`src/rtl/reg_scoreboard_pkg.sv`:
```
// Shared definitions for the issue-side register scoreboard: counter width,
// latency classes and the operand hazard helper.
package reg_scoreboard_pkg;

    localparam int SB_LAT_W  = 6;
    localparam int SB_NREG   = 32;
    localparam int SB_ADDR_W = 5;

    // Cycles until a producer's result reaches a forwarding point.
    localparam logic [SB_LAT_W-1:0] LAT_ALU  = 6'd0;
    localparam logic [SB_LAT_W-1:0] LAT_LOAD = 6'd1;
    localparam logic [SB_LAT_W-1:0] LAT_MUL  = 6'd3;
    localparam logic [SB_LAT_W-1:0] LAT_DIV  = 6'd5;

    typedef struct packed {
        logic raw1;
        logic raw2;
        logic waw;
    } hazard_t;

    // A register access is blocked when it is enabled, is not r0, and the
    // register still has a producer that cannot be forwarded yet.
    function automatic logic reg_pending(input logic                 en,
                                         input logic [SB_ADDR_W-1:0] addr,
                                         input logic                 busy_bit);
        return en && (addr != 5'd0) && busy_bit;
    endfunction

endpackage

```
`src/rtl/reg_scoreboard_slot.sv`:
```
// One scoreboard slot: a latency countdown that loads from zero, counts down
// to zero and freezes while the pipeline is held.
module sb_slot
    import reg_scoreboard_pkg::*;
#(
    parameter int LAT_W = SB_LAT_W
) (
    input  logic             clk,
    input  logic             rst,
    input  logic             ld,
    input  logic [LAT_W-1:0] ld_val,
    input  logic             hold,
    output logic             busy
);

    logic [LAT_W-1:0] cnt_r;

    // Countdown: reset beats hold, hold beats load, load beats decrement.
    always_ff @(posedge clk) begin
        if (rst) begin
            cnt_r <= {LAT_W{1'b0}};
        end else if (hold) begin
            cnt_r <= cnt_r;
        end else if (ld) begin
            cnt_r <= ld_val;
        end else if (cnt_r != {LAT_W{1'b0}}) begin
            cnt_r <= cnt_r - {{(LAT_W-1){1'b0}}, 1'b1};
        end else begin
            cnt_r <= cnt_r;
        end
    end

    assign busy = (cnt_r != {LAT_W{1'b0}});

endmodule

```
`src/rtl/reg_scoreboard.sv`:
```
// Issue-side hazard controller. Tracks GPRs whose producers (loads, mul/div)
// are not yet forwardable and requests a stall until every operand of the
// instruction in ID can be forwarded.
module reg_scoreboard
    import reg_scoreboard_pkg::*;
#(
    parameter int NREG  = SB_NREG,
    parameter int LAT_W = SB_LAT_W
) (
    input  logic             clk,
    input  logic             rst,
    input  logic             ext_stall,
    input  logic             flush,
    input  logic             id_valid,
    input  logic             id_re1,
    input  logic [4:0]       id_raddr1,
    input  logic             id_re2,
    input  logic [4:0]       id_raddr2,
    input  logic             id_we,
    input  logic [4:0]       id_waddr,
    input  logic [LAT_W-1:0] id_lat,
    output logic             stall_req,
    output logic [NREG-1:0]  busy_vec,
    output logic             issue
);

    logic [NREG-1:0] busy_s;
    hazard_t         haz_s;
    logic            stall_s;
    logic            issue_s;
    logic            load_s;

    // r0 is hard-wired and never has a pending producer.
    assign busy_s[0] = 1'b0;

    generate
        for (genvar r = 1; r < NREG; r++) begin : g_slot
            logic ld_s;
            assign ld_s = load_s && (id_waddr == 5'(r));

            sb_slot #(
                .LAT_W (LAT_W)
            ) u_slot (
                .clk    (clk),
                .rst    (rst),
                .ld     (ld_s),
                .ld_val (id_lat),
                .hold   (ext_stall),
                .busy   (busy_s[r])
            );
        end
    endgenerate

    // Hazard detection and issue decision; stall is independent of ext_stall
    // so pipeline control sees the scoreboard's own view every cycle.
    always_comb begin
        haz_s.raw1 = reg_pending(id_re1, id_raddr1, busy_s[id_raddr1]);
        haz_s.raw2 = reg_pending(id_re2, id_raddr2, busy_s[id_raddr2]);
        haz_s.waw  = reg_pending(id_we,  id_waddr,  busy_s[id_waddr]);
        if (id_valid && !flush) begin
            stall_s = |haz_s;
            issue_s = !ext_stall && !stall_s;
        end else begin
            stall_s = 1'b0;
            issue_s = 1'b0;
        end
        // ALU-class results (latency 0) rely purely on forwarding.
        load_s = issue_s && id_we && (id_waddr != 5'd0) && (id_lat != {LAT_W{1'b0}});
    end

    assign stall_req = stall_s;
    assign issue     = issue_s;
    assign busy_vec  = busy_s;

endmodule

```
`config.mk`:
```
export PLATFORM = sky130hd
export DESIGN_NAME = reg_scoreboard
export DESIGN_NICKNAME = d
export VERILOG_FILES = /design/src/rtl/reg_scoreboard_pkg.sv /design/src/rtl/reg_scoreboard_slot.sv /design/src/rtl/reg_scoreboard.sv
export SDC_FILE = /design/constraint.sdc
export NUM_CORES = 1
export LEC_CHECK = 0
export ABC_AREA = 1
export CAP_MARGIN = 20
export CORE_MARGIN = 2
export CORE_UTILIZATION = 30
export CTS_CLUSTER_DIAMETER = 30
export DETAILED_ROUTE_END_ITERATION = 7
export PLACE_DENSITY = 0.57
export SYNTH_ARGS = -nofsm -noshare
export SYNTH_HDL_FRONTEND = slang
export SYNTH_HIERARCHICAL = 1
export SYNTH_SLANG_ARGS = --single-unit
```
`constraint.sdc`:
```
create_clock -name clk -period 3.7 [get_ports clk]
set_input_delay 0.37 -clock clk [delete_from_list [all_inputs] [get_ports clk]]
set_output_delay 0.37 -clock clk [all_outputs]
set_load 0.02 [all_outputs]
```
Word level (Yosys, flattened, before mapping)
Index checks and enable logic that the tools add are counted.
{"block": "word_totals", "input_bits": 29, "output_inout_bits": 34, "regBits": 186, "word_cells": 310}
{"block": "classes", "magnitude_cmp": 3, "bitwise": 1, "addsub": 31, "n_mux": 70, "reduce_logical": 143, "eq_ne": 31}
{"operator": "$mux 6", "count": 62}
{"operator": "$reduce_bool 6->1", "count": 32}
{"operator": "$sub 6x1->6 const B", "count": 31}
{"operator": "$eq 5x5->1 const B", "count": 16}
{"operator": "$reduce_and 2->1", "count": 31}
{"operator": "$reduce_bool 2->1", "count": 31}
{"operator": "$logic_and 1x1->1", "count": 42}
{"operator": "$eq 5x4->1 const B", "count": 8}
{"operator": "$eq 5x3->1 const B", "count": 4}
{"operator": "$lt 5x6->1 const B", "count": 3}
{"operator": "$bmux 1 s5", "count": 3}
{"operator": "$reduce_bool 5->1", "count": 3}
{"operator": "$eq 5x2->1 const B", "count": 2}
{"operator": "$eq 5x1->1 const B", "count": 1}
{"operator": "$mux 1", "count": 5}
{"operator": "$logic_not 1->1", "count": 3}
{"operator": "$reduce_or 3->1", "count": 1}
{"operator": "$not 1->1", "count": 1}

Logic depth before layout (Yosys ltp)
Gate-level depths: netlist of the first run.
{"block": "logic_depth", "depth_word": 14, "mapped_depth": 25, "depth_no_buf": 24}

Hierarchy
Netlist of the first run, hierarchy kept.
{"module": "sb_slot", "cells_each": 68, "area_per_inst_um2": 435.4, "seq_area_each_um2": 120.1, "n_inst": 31}
{"module": "reg_scoreboard", "cells_each": 343, "area_per_inst_um2": 1541.5, "seq_area_each_um2": 0.0, "n_inst": 1}

Worst setup path before layout of the first run
OpenSTA, ideal clock, no wires.
{"block": "synth_timing", "path_kind": "flip-flop to flip-flop", "from": "register g_slot[12].u_slot.cnt_r[0]", "to": "register g_slot[15].u_slot.cnt_r[5]", "arrival_time_ps": 3034, "period_less_slack_ps": 3100, "setup_slack_ps": 600, "required_time_ps": 3634, "stages_incl_launch_ff": 23, "setup_ps": 66, "n_path_buf": 1, "cell_sequence": "dfxtp_1 > inv_1 > ha_1 > inv_1 > nor2_1 > nand3_1 > or2_2 > nand3_1 > nand3_1 > nand3_1 > nand2_1 > nand3_1 > nand2_1 > nor2_2 > nand3_2 > buf_6 > nor2_1 > inv_2 > nand4_4 > nand2_4 > nor2_2 > nand2_1 > a21oi_2"}
{"block": "synth_via", "elab_chain_len": 14, "word_cells_on_any_way": 21, "classes_between": "mux: 8; reduce/logical: 13"}
{"item": "start, declared", "line_no": "reg_scoreboard_slot.sv:16", "text": "logic [LAT_W-1:0] cnt_r;"}
{"item": "start signal, assigned", "line_no": "reg_scoreboard_slot.sv:21", "text": "cnt_r <= {LAT_W{1'b0}};"}
{"item": "start signal, assigned", "line_no": "reg_scoreboard_slot.sv:23", "text": "cnt_r <= cnt_r;"}
{"item": "start signal, assigned", "line_no": "reg_scoreboard_slot.sv:25", "text": "cnt_r <= ld_val;"}
{"item": "$reduce_bool 6->1 (*)", "line_no": "reg_scoreboard_slot.sv:33", "text": "assign busy = (cnt_r != {LAT_W{1'b0}});"}
{"item": "via busy_vec[12]", "line_no": "reg_scoreboard.sv:23", "text": "output logic [NREG-1:0] busy_vec,"}
{"item": "$bmux 1 s5, on equally long branches", "line_no": "reg_scoreboard.sv:59, reg_scoreboard.sv:57, reg_scoreboard.sv:58"}
{"item": "$mux 1, on equally long branches", "line_no": "reg_scoreboard.sv:59, reg_scoreboard.sv:57, reg_scoreboard.sv:58"}
{"item": "$logic_and 1x1->1", "line_no": "reg_scoreboard_pkg.sv:26", "text": "return en && (addr != 5'd0) && busy_bit;"}
{"item": "$reduce_or 3->1 (*)", "line_no": "reg_scoreboard.sv:61", "text": "stall_s = |haz_s;"}
{"item": "$logic_not 1->1 (*)", "line_no": "reg_scoreboard.sv:62", "text": "issue_s = !ext_stall && !stall_s;"}
{"item": "$logic_and 1x1->1 (*)", "line_no": "reg_scoreboard.sv:62"}
{"item": "$mux 1 (*)", "line_no": "reg_scoreboard.sv:60", "text": "if (id_valid && !flush) begin"}
{"item": "$logic_and 1x1->1 (*) (3 in a row)", "line_no": "reg_scoreboard.sv:68", "text": "load_s = issue_s && id_we && (id_waddr != 5'd0) && (id_lat != {LAT_W{1'b0}});"}
{"item": "$logic_and 1x1->1 (*)", "line_no": "reg_scoreboard.sv:39", "text": "assign ld_s = load_s && (id_waddr == 5'(r));"}
{"item": "via g_slot[15].ld_s", "line_no": "reg_scoreboard.sv:38", "text": "logic ld_s;"}
{"item": "$reduce_bool 2->1 (no line)"}
{"item": "$reduce_and 2->1 (no line)"}
{"item": "end signal, assigned", "line_no": "reg_scoreboard_slot.sv:25"}
{"item": "end signal, assigned", "line_no": "reg_scoreboard_slot.sv:27", "text": "cnt_r <= cnt_r - {{(LAT_W-1){1'b0}}, 1'b1};"}
{"item": "end signal, assigned", "line_no": "reg_scoreboard_slot.sv:29", "text": "cnt_r <= cnt_r;"}
{"item": "end, declared", "line_no": "reg_scoreboard_slot.sv:16"}
The timed path passes the listed nets; every way through them passes the cells marked *. The select of a mux whose other input is x is not followed.
A chain may end at the register's enable or synchronous reset.

Worst setup path after layout of the first run
{"block": "layout_timing", "from": "register g_slot[26].u_slot.cnt_r[0]", "to": "output issue"}
{"block": "layout_via", "elab_chain_len": 8, "word_cells_on_any_way": 14, "classes_between": "mux: 7; reduce/logical: 7"}
{"item": "start, declared", "line_no": "reg_scoreboard_slot.sv:16"}
{"item": "start signal, assigned", "line_no": "reg_scoreboard_slot.sv:21"}
{"item": "start signal, assigned", "line_no": "reg_scoreboard_slot.sv:23"}
{"item": "start signal, assigned", "line_no": "reg_scoreboard_slot.sv:25"}
{"item": "$reduce_bool 6->1 (*)", "line_no": "reg_scoreboard_slot.sv:33"}
{"item": "$bmux 1 s5, on equally long branches", "line_no": "reg_scoreboard.sv:59, reg_scoreboard.sv:57, reg_scoreboard.sv:58"}
{"item": "$mux 1, on equally long branches", "line_no": "reg_scoreboard.sv:59, reg_scoreboard.sv:57, reg_scoreboard.sv:58"}
{"item": "$logic_and 1x1->1", "line_no": "reg_scoreboard_pkg.sv:26"}
{"item": "$reduce_or 3->1 (*)", "line_no": "reg_scoreboard.sv:61"}
{"item": "$logic_not 1->1 (*)", "line_no": "reg_scoreboard.sv:62"}
{"item": "$logic_and 1x1->1 (*)", "line_no": "reg_scoreboard.sv:62"}
{"item": "$mux 1 (*)", "line_no": "reg_scoreboard.sv:60"}
{"item": "end, declared", "line_no": "reg_scoreboard.sv:24", "text": "output logic issue"}
Every way passes the cells marked *; elsewhere a longest branch is shown, timed or not. The select of a mux whose other input is x is not followed.

==> results of run 1 <==
cell usage after synthesis (4+ instances only):
library cell,n,area share [%]
a21oi_1,163,5.4
a21oi_2,31,1.8
buf_2,8,0.27
buf_4,4,0.20
buf_6,4,0.30
clkinv_2,31,1.0
dfxtp_1,186,25
ha_1,62,5.2
inv_1,320,8.0
inv_2,34,0.85
nand2_1,766,19
nand2_4,31,2.3
nand3_1,288,9.6
nand4_1,35,1.5
nand4_4,31,4.4
nor2_1,203,5.1
nor2_2,43,1.8
nor2_4,32,2.4
o21ai_0,98,3.3
o21ai_1,62,2.1
critical path, delay by kind of cell (launching register included):
family | cells | cell delay [ns]
DFF | 1 | 0.31
buffers and inverters | 4 | 0.81
adders and majority gates | 1 | 0.20
and+or+nand+nor | 10 | 1.24
report_power, final:
group          internal, µW  switching [µW]  total [µW]
clock network           978             952        1930
logic                  4690            7930       12600
registers              2910             825        3730
layout by cell type, fill, tap and decap left out, types with 2 or more instances in the layout:
cell             count
clkdlybuf4s50_1     51
nor2_4              32
a21oi_1            163
or2_2                3
clkinv_2            31
inv_6                5
buf_12               2
inv_2               43
clkinv_4             3
o21ai_0             98
a22oi_2              2
o211ai_1             2
inv_8                4
nand4_4             31
nand2_4             31
nand3_1            261
a21oi_2             31
nor2_2              70
clkbuf_16           17
nor2_1             176
buf_2                7
nand4_1             35
dfxtp_1            186
o21ai_1             62
ha_1                62
buf_4               66
inv_1              311
clkinv_1             3
nand3_2             27
nand2_1            766
layer usage:
| metal | track usage, % | routed length (µm) | up-vias |
|---|---|---|---|
| met2 | 29.7 | 21300 | 327 |
| met3 | 3.60 | 2580 | 56 |
| li1 | - | - | 8119 |
| met5 | 0 | 41 | - |
| met1 | 23.6 | 22000 | 7171 |
| met4 | 5.00 | 834 | 6 |
path summary, 6_finish.rpt:
check / startpoint / end / slack, ns
max: g_slot[26].u_slot/cnt_r[0]$_SDFFE_PP0P_ / issue / 0.28
max reg2reg: g_slot[26].u_slot/cnt_r[0]$_SDFFE_PP0P_ / g_slot[11].u_slot/cnt_r[5]$_SDFFE_PP0P_ / 0.45
min: rst / g_slot[28].u_slot/cnt_r[5]$_SDFFE_PP0P_ / 0.29
min reg2reg: g_slot[30].u_slot/cnt_r[4]$_SDFFE_PP0P_ / g_slot[30].u_slot/cnt_r[4]$_SDFFE_PP0P_ / 0.50
cells by family (layout without fill, tap and decap cells):
kind of cell	after synthesis	in the layout
and+or+nand+nor	1436	1436
buffers and inverters	407	549
AOI/OAI and AO/OA	359	359
DFF	186	186
adders and majority gates	62	62
other	1	1
area by class of cell:
cell class              instances  area, µm²  share of cell area, %
well taps                     672        841                   4.76
clock inverters                14        153                  0.864
flip-flops and latches        186       3720                   21.1
repair buffers                129       1110                   6.30
clock buffers                  18        439                   2.48
multi-input cells            1858       9910                   56.1
inverters                     388       1500                   8.46
per-stage QoR:
stage | power [µW] | setup WS, ns
after floorplan | 12500 | 0.600
after global placement | 15900 | 0.267
after detailed placement | 16000 | 0.285
after CTS | 18100 | 0.0215
after global routing | 20200 | 0.123
final | 18300 | 0.279
what timing repair did:
| item | 4_1_cts | 5_1_grt |
|---|---|---|
| pin swaps | 0 | 4 |
| resized for setup | 6 | 61 |
| endpoints found under the setup margin | 2 | 11 |
==> key figures, run 1 <==
Routing
  – WL/cell: 14.3 µm
  – Number of DRC markers in iteration 0: about 1.0k
  – Vias: about 16k
  – Final WL: approximately 47 mm
  – # DRC: 0
  – Router iterations before antenna repair: 5
  – Post-route ant nets: 0
  – Via density: 4.80

Place
  – Gp weighted congestion: 0.890
  – Cell Area, Placed: roughly 0.017 mm²
  – Post-Place Cells: ~3.2k
  – PortBufs: slightly above 60
  – DP Wirelength: 33.2 mm

Setup path
  – Crit-path cells: inv_1 > ha_1 > inv_1 > nor2_1 > nand3_2 > inv_1 > nand2_1 > nand3_1 > nand4_1 > nand3_1 > nand2_1 > nand3_1 > nand2_1 > nor3b_1 > dlygate4sd2_1
  – Crit path DAT: ~3.1 ns
  – Crit. End Element: primary output
  – CP max-delay cell: dlygate4sd2_1
  – R2R depth: 23
  – Worst setup path class: flip-flop to primary output
  – CP startpoint kind: flip-flop
  – CP max stage delay: 0.45 ns
  – Crit-path max FO: 7
  – Critical Path RT: ~3.3 ns

Floorplan
  – Ports: between 60 and 70
  – FP Rows: 82
  – Die height: between 200 and 250 µm
  – Total core area: about 0.05 mm²
  – Initial Util: around 30%
  – Die width: 228 µm
  – Die area: ~0.052 mm²

Layout
  – Finished Layout Cells: roughly 3.3k
  – Final net count: ~2.7k
  – Fraction of layout cells with a size suffix above 1: between 10% and 20%
  – Finished Cell Area: approximately 0.018 mm²
  – Final Util: 35.4%
  – Max reg flops: around 190
  – Ant. Diodes: 0
  – Top reg by flops: g_slot.u_slot/cnt_r
  – Top flop regs: g_slot.u_slot/cnt_r (186)
  – Fillers: 5,416
  – Area Growth Syn to Fin: 17.5%

Synth
  – Cells after synthesis: around 2.5k
  – Part of the Yosys area used for sequential elements: about a quarter
  – Post-synthesis xor/xnor area fraction: 0%
  – Synth Cell Area: 0.0150 mm²
  – Post-synthesis mux area share: 0%
  – Post-synth ARST share: 0%
  – Simple-Gate Fraction of Synth Area: between 40% and 50%
  – Post-synth EDFFs: 0
  – Synth unique cells: 31
  – Synth Area in Compound Gates: between 10% and 20%
  – Top FF cell, synth: dfxtp_1
  – Yosys reg bits: between 150 and 200
  – Synth Area in Adders: under 10%
  – Synth warn: 6
  – Net count after synthesis: between 2k and 3k
  – Largest family of logic cells by synthesized area: simple AND/OR/NAND/NOR gates
  – Synthesized area per cell: between 6 and 7 µm²

STA
  – Final Setup Violations: 0
  – Clock Skew: approximately 0.012 ns
  – RSZ-0062 raised after global routing: false
  – Final Max Slew Viols: 0
  – Hold_ws: ~0.29 ns
  – Sum Neg Setup Slack: 0 ns
  – Final Hold Fails: 0
  – Achievable Freq: roughly 0.29 GHz
  – Least-Margin Pin Slew: just under 0.7 ns
  – Final min period: 3.42 ns
  – Final period util: 92.4%
  – Max_slew headroom: 55.1%

Global routing
  – Vias in the first global route: between 10k and 15k
  – GRT Util Overall: around 18%
  – GR Overflow Total: 0
  – First-pass GRT wire length: approximately 75 mm
  – Pin count of the biggest net entering global routing: 68
  – Initial antenna violation count: 3

Clock network
  – Clock latency on the worst-skew pair: 0.47 ns
  – Clock Root Buffer: clkbuf_16
  – CTS buffer count: 17
  – Post-CTS setup buffer count: 0
  – Clock buffer depth: 2
  – CTS tree: built
  – CTS Sinks: 186
  – Clock-pin slew on the worst setup and hold paths: ~0.08 ns
  – H-Tree Depth: 4
  – Cts hold-fix bufs: 0

Power and ir drop
  – Worst VDD drop: around 0.39 mV
  – PwrDens: just over 1000 mW/mm²
  – LEAKAGE: approximately 0.0081 µW

Worst hold path
  – Hold Crit Class: primary input to flip-flop
  – Hold Path Depth: 2

Status
  – Status: completed

Job
  – Number of max-cap violations: 0
(Power assumes the default switching activity.)
==> inputs of run 2 (changes only) <==
--- a/config.mk
+++ b/config.mk
@@ -11,7 +11,7 @@
 export CORE_UTILIZATION = 30
 export CTS_CLUSTER_DIAMETER = 30
 export DETAILED_ROUTE_END_ITERATION = 7
-export PLACE_DENSITY = 0.57
+export SKIP_CTS_REPAIR_TIMING = 1
 export SYNTH_ARGS = -nofsm -noshare
 export SYNTH_HDL_FRONTEND = slang
 export SYNTH_HIERARCHICAL = 1
==> key figures, run 2 (synthesis results as in run 1) <==
Clock network
  – CTS Sinks: about 190
  – Clock buffer depth: 2
  – CTS buffer count: 17
  – Clock latency on the worst-skew pair: between 0.4 and 0.5 ns
  – Clock-pin slew on the worst setup and hold paths: roughly 0.08 ns
  – CTS tree: built
  – H-Tree Depth: 4
  – Clock Root Buffer: clkbuf_16

Routing
  – WL/cell: 13.8 µm
  – Post-route ant nets: 0
  – # DRC: 0
  – Met2 Wirelength: 20.5 mm
  – Vias: 15.2k
  – Metal-1 WL: between 20 and 25 mm
  – Final WL: around 45 mm
  – Routed wl met3: ~2.0 mm
  – Number of DRC markers in iteration 0: roughly 1.1k
  – Router iterations before antenna repair: 5
  – Via density: 4.69
  – Top routing layer used: met5

Setup path
  – Crit. End Element: primary output
  – Crit-path max FO: 7
  – Crit path DAT: just under 3 ns
  – Reg2Reg Setup Slack: around 0.42 ns
  – R2R depth: 25
  – Critical Path RT: 3.33 ns
  – Worst setup path class: flip-flop to primary output
  – CP startpoint kind: flip-flop

Layout
  – Top flop regs: g_slot.u_slot/cnt_r (186)
  – Leading cell types in the layout, fill and taps excluded: nand2_1 (766), inv_1 (317), nand3_1 (260)
  – Area Growth Syn to Fin: 16.5%
  – Finished Cell Area: 0.0175 mm²
  – Fillers: between 5k and 6k
  – Area of the multi-input gates: just under 0.01 mm²
  – Top reg by flops: g_slot.u_slot/cnt_r
  – Fraction of layout cells with a size suffix above 1: between 10 and 15%
  – Max reg flops: 186
  – Reg area: ~0.0037 mm²
  – Final net count: around 2.7k
  – Most common cell after layout, fill and taps aside: nand2_1

Floorplan
  – Ports: 63
  – Die width: 228 µm
  – FP Rows: between 80 and 90
  – Die height: approximately 230 µm
  – Total core area: 0.0499 mm²
  – Die area: between 0.05 and 0.06 mm²
  – Initial Util: between 30% and 40%

Global routing
  – GR Overflow Total: 0
  – Pin count of the biggest net entering global routing: 75
  – Vias in the first global route: between 10k and 15k
  – First-pass GRT wire length: roughly 74 mm
  – GRT Util Overall: approximately 17%
  – Initial antenna violation count: 2

Place
  – Cell Area, Placed: 0.0167 mm²
  – Gp weighted congestion: about 0.89
  – DP Wirelength: around 31 mm
  – PortBufs: between 60 and 70

STA
  – Least-Margin Pin Slew: ~0.76 ns
  – Final Setup Violations: 0
  – Hold_ws: 0.392 ns
  – RSZ-0062 raised after global routing: false
  – Final Hold Fails: 0
  – Final min period: ~3.3 ns
  – Achievable Freq: just over 0.3 GHz
  – Max_slew headroom: 49.4%
  – Final Max Slew Viols: 0
  – Final period util: ~90%
  – Sum Neg Setup Slack: 0 ns
  – Clock Skew: approximately 0.018 ns

Worst hold path
  – Hold Path Depth: 2
  – Hold Crit Class: primary input to flip-flop

Power and ir drop
  – PwrDens: ~1000 mW/mm²
  – LEAKAGE: between 0.008 and 0.009 µW
  – Worst VDD drop: 0.364 mV

Status
  – Status: completed

Job
  – Number of max-cap violations: 0
-- run 2: report_power, final --
part	internal (µW)	leakage, µW	total [µW]	switching, µW
Combinational	4580	0.00621	12300	7720
Sequential	2910	0.00153	3710	806
Clock	953	0.000283	1890	936
Total	8430	0.00802	17900	9470
-- run 2: cell type report --
cell class	instances	share of cell area, %
multi-input combinational	1858	56.4
sequential	186	21.2
inverter	388	8.53
timing repair buffer	113	5.69
tap	672	4.80
clock buffer	17	2.43
clock inverter	15	0.892
antenna	1	0.0143
-- run 2: per-stage QoR --
stage,cells,util [%],power (µW),setup WS (ns)
after floorplan,2451,-,12500,0.600
after CTS,3249,34.8,17800,-0.221
final,3250,35.2,17900,0.411
after detailed placement,3217,33.6,15800,0.242
after global routing,3250,35.2,19900,0.0769
after global placement,3217,33.6,15800,0.209
-- run 2: worst paths after layout --
check                                                             start                                 endpoint
worst max register to register   g_slot[6].u_slot/cnt_r[0]$_SDFFE_PP0P_  g_slot[14].u_slot/cnt_r[5]$_SDFFE_PP0P_
worst min register to register  g_slot[15].u_slot/cnt_r[4]$_SDFFE_PP0P_  g_slot[15].u_slot/cnt_r[4]$_SDFFE_PP0P_
worst min-delay path                                                rst   g_slot[7].u_slot/cnt_r[5]$_SDFFE_PP0P_
worst max-delay path             g_slot[6].u_slot/cnt_r[0]$_SDFFE_PP0P_                                    issue
-- run 2: critical path, cell delays in order, from the launching register on --
cell,delay (ns)
dfxtp_1,0.32
inv_2,0.11
ha_1,0.16
inv_1,0.04
nor2_1,0.20
nand3_1,0.21
inv_1,0.15
nand2_1,0.06
nand3_1,0.07
nand2_1,0.09
nand2_1,0.06
nand2_1,0.04
nor2_1,0.08
nand2_1,0.06
nand3_1,0.07
nand2_1,0.10
nor3b_2,0.23
buf_4,0.17
dlymetal6s2s_1,0.23
-- run 2: layer usage --
layer	vias to the layer above	global-route usage, %
li1	8082	-
met1	6840	23.3
met2	266	29.2
met3	38	2.93
met4	2	4.23
met5	-	0
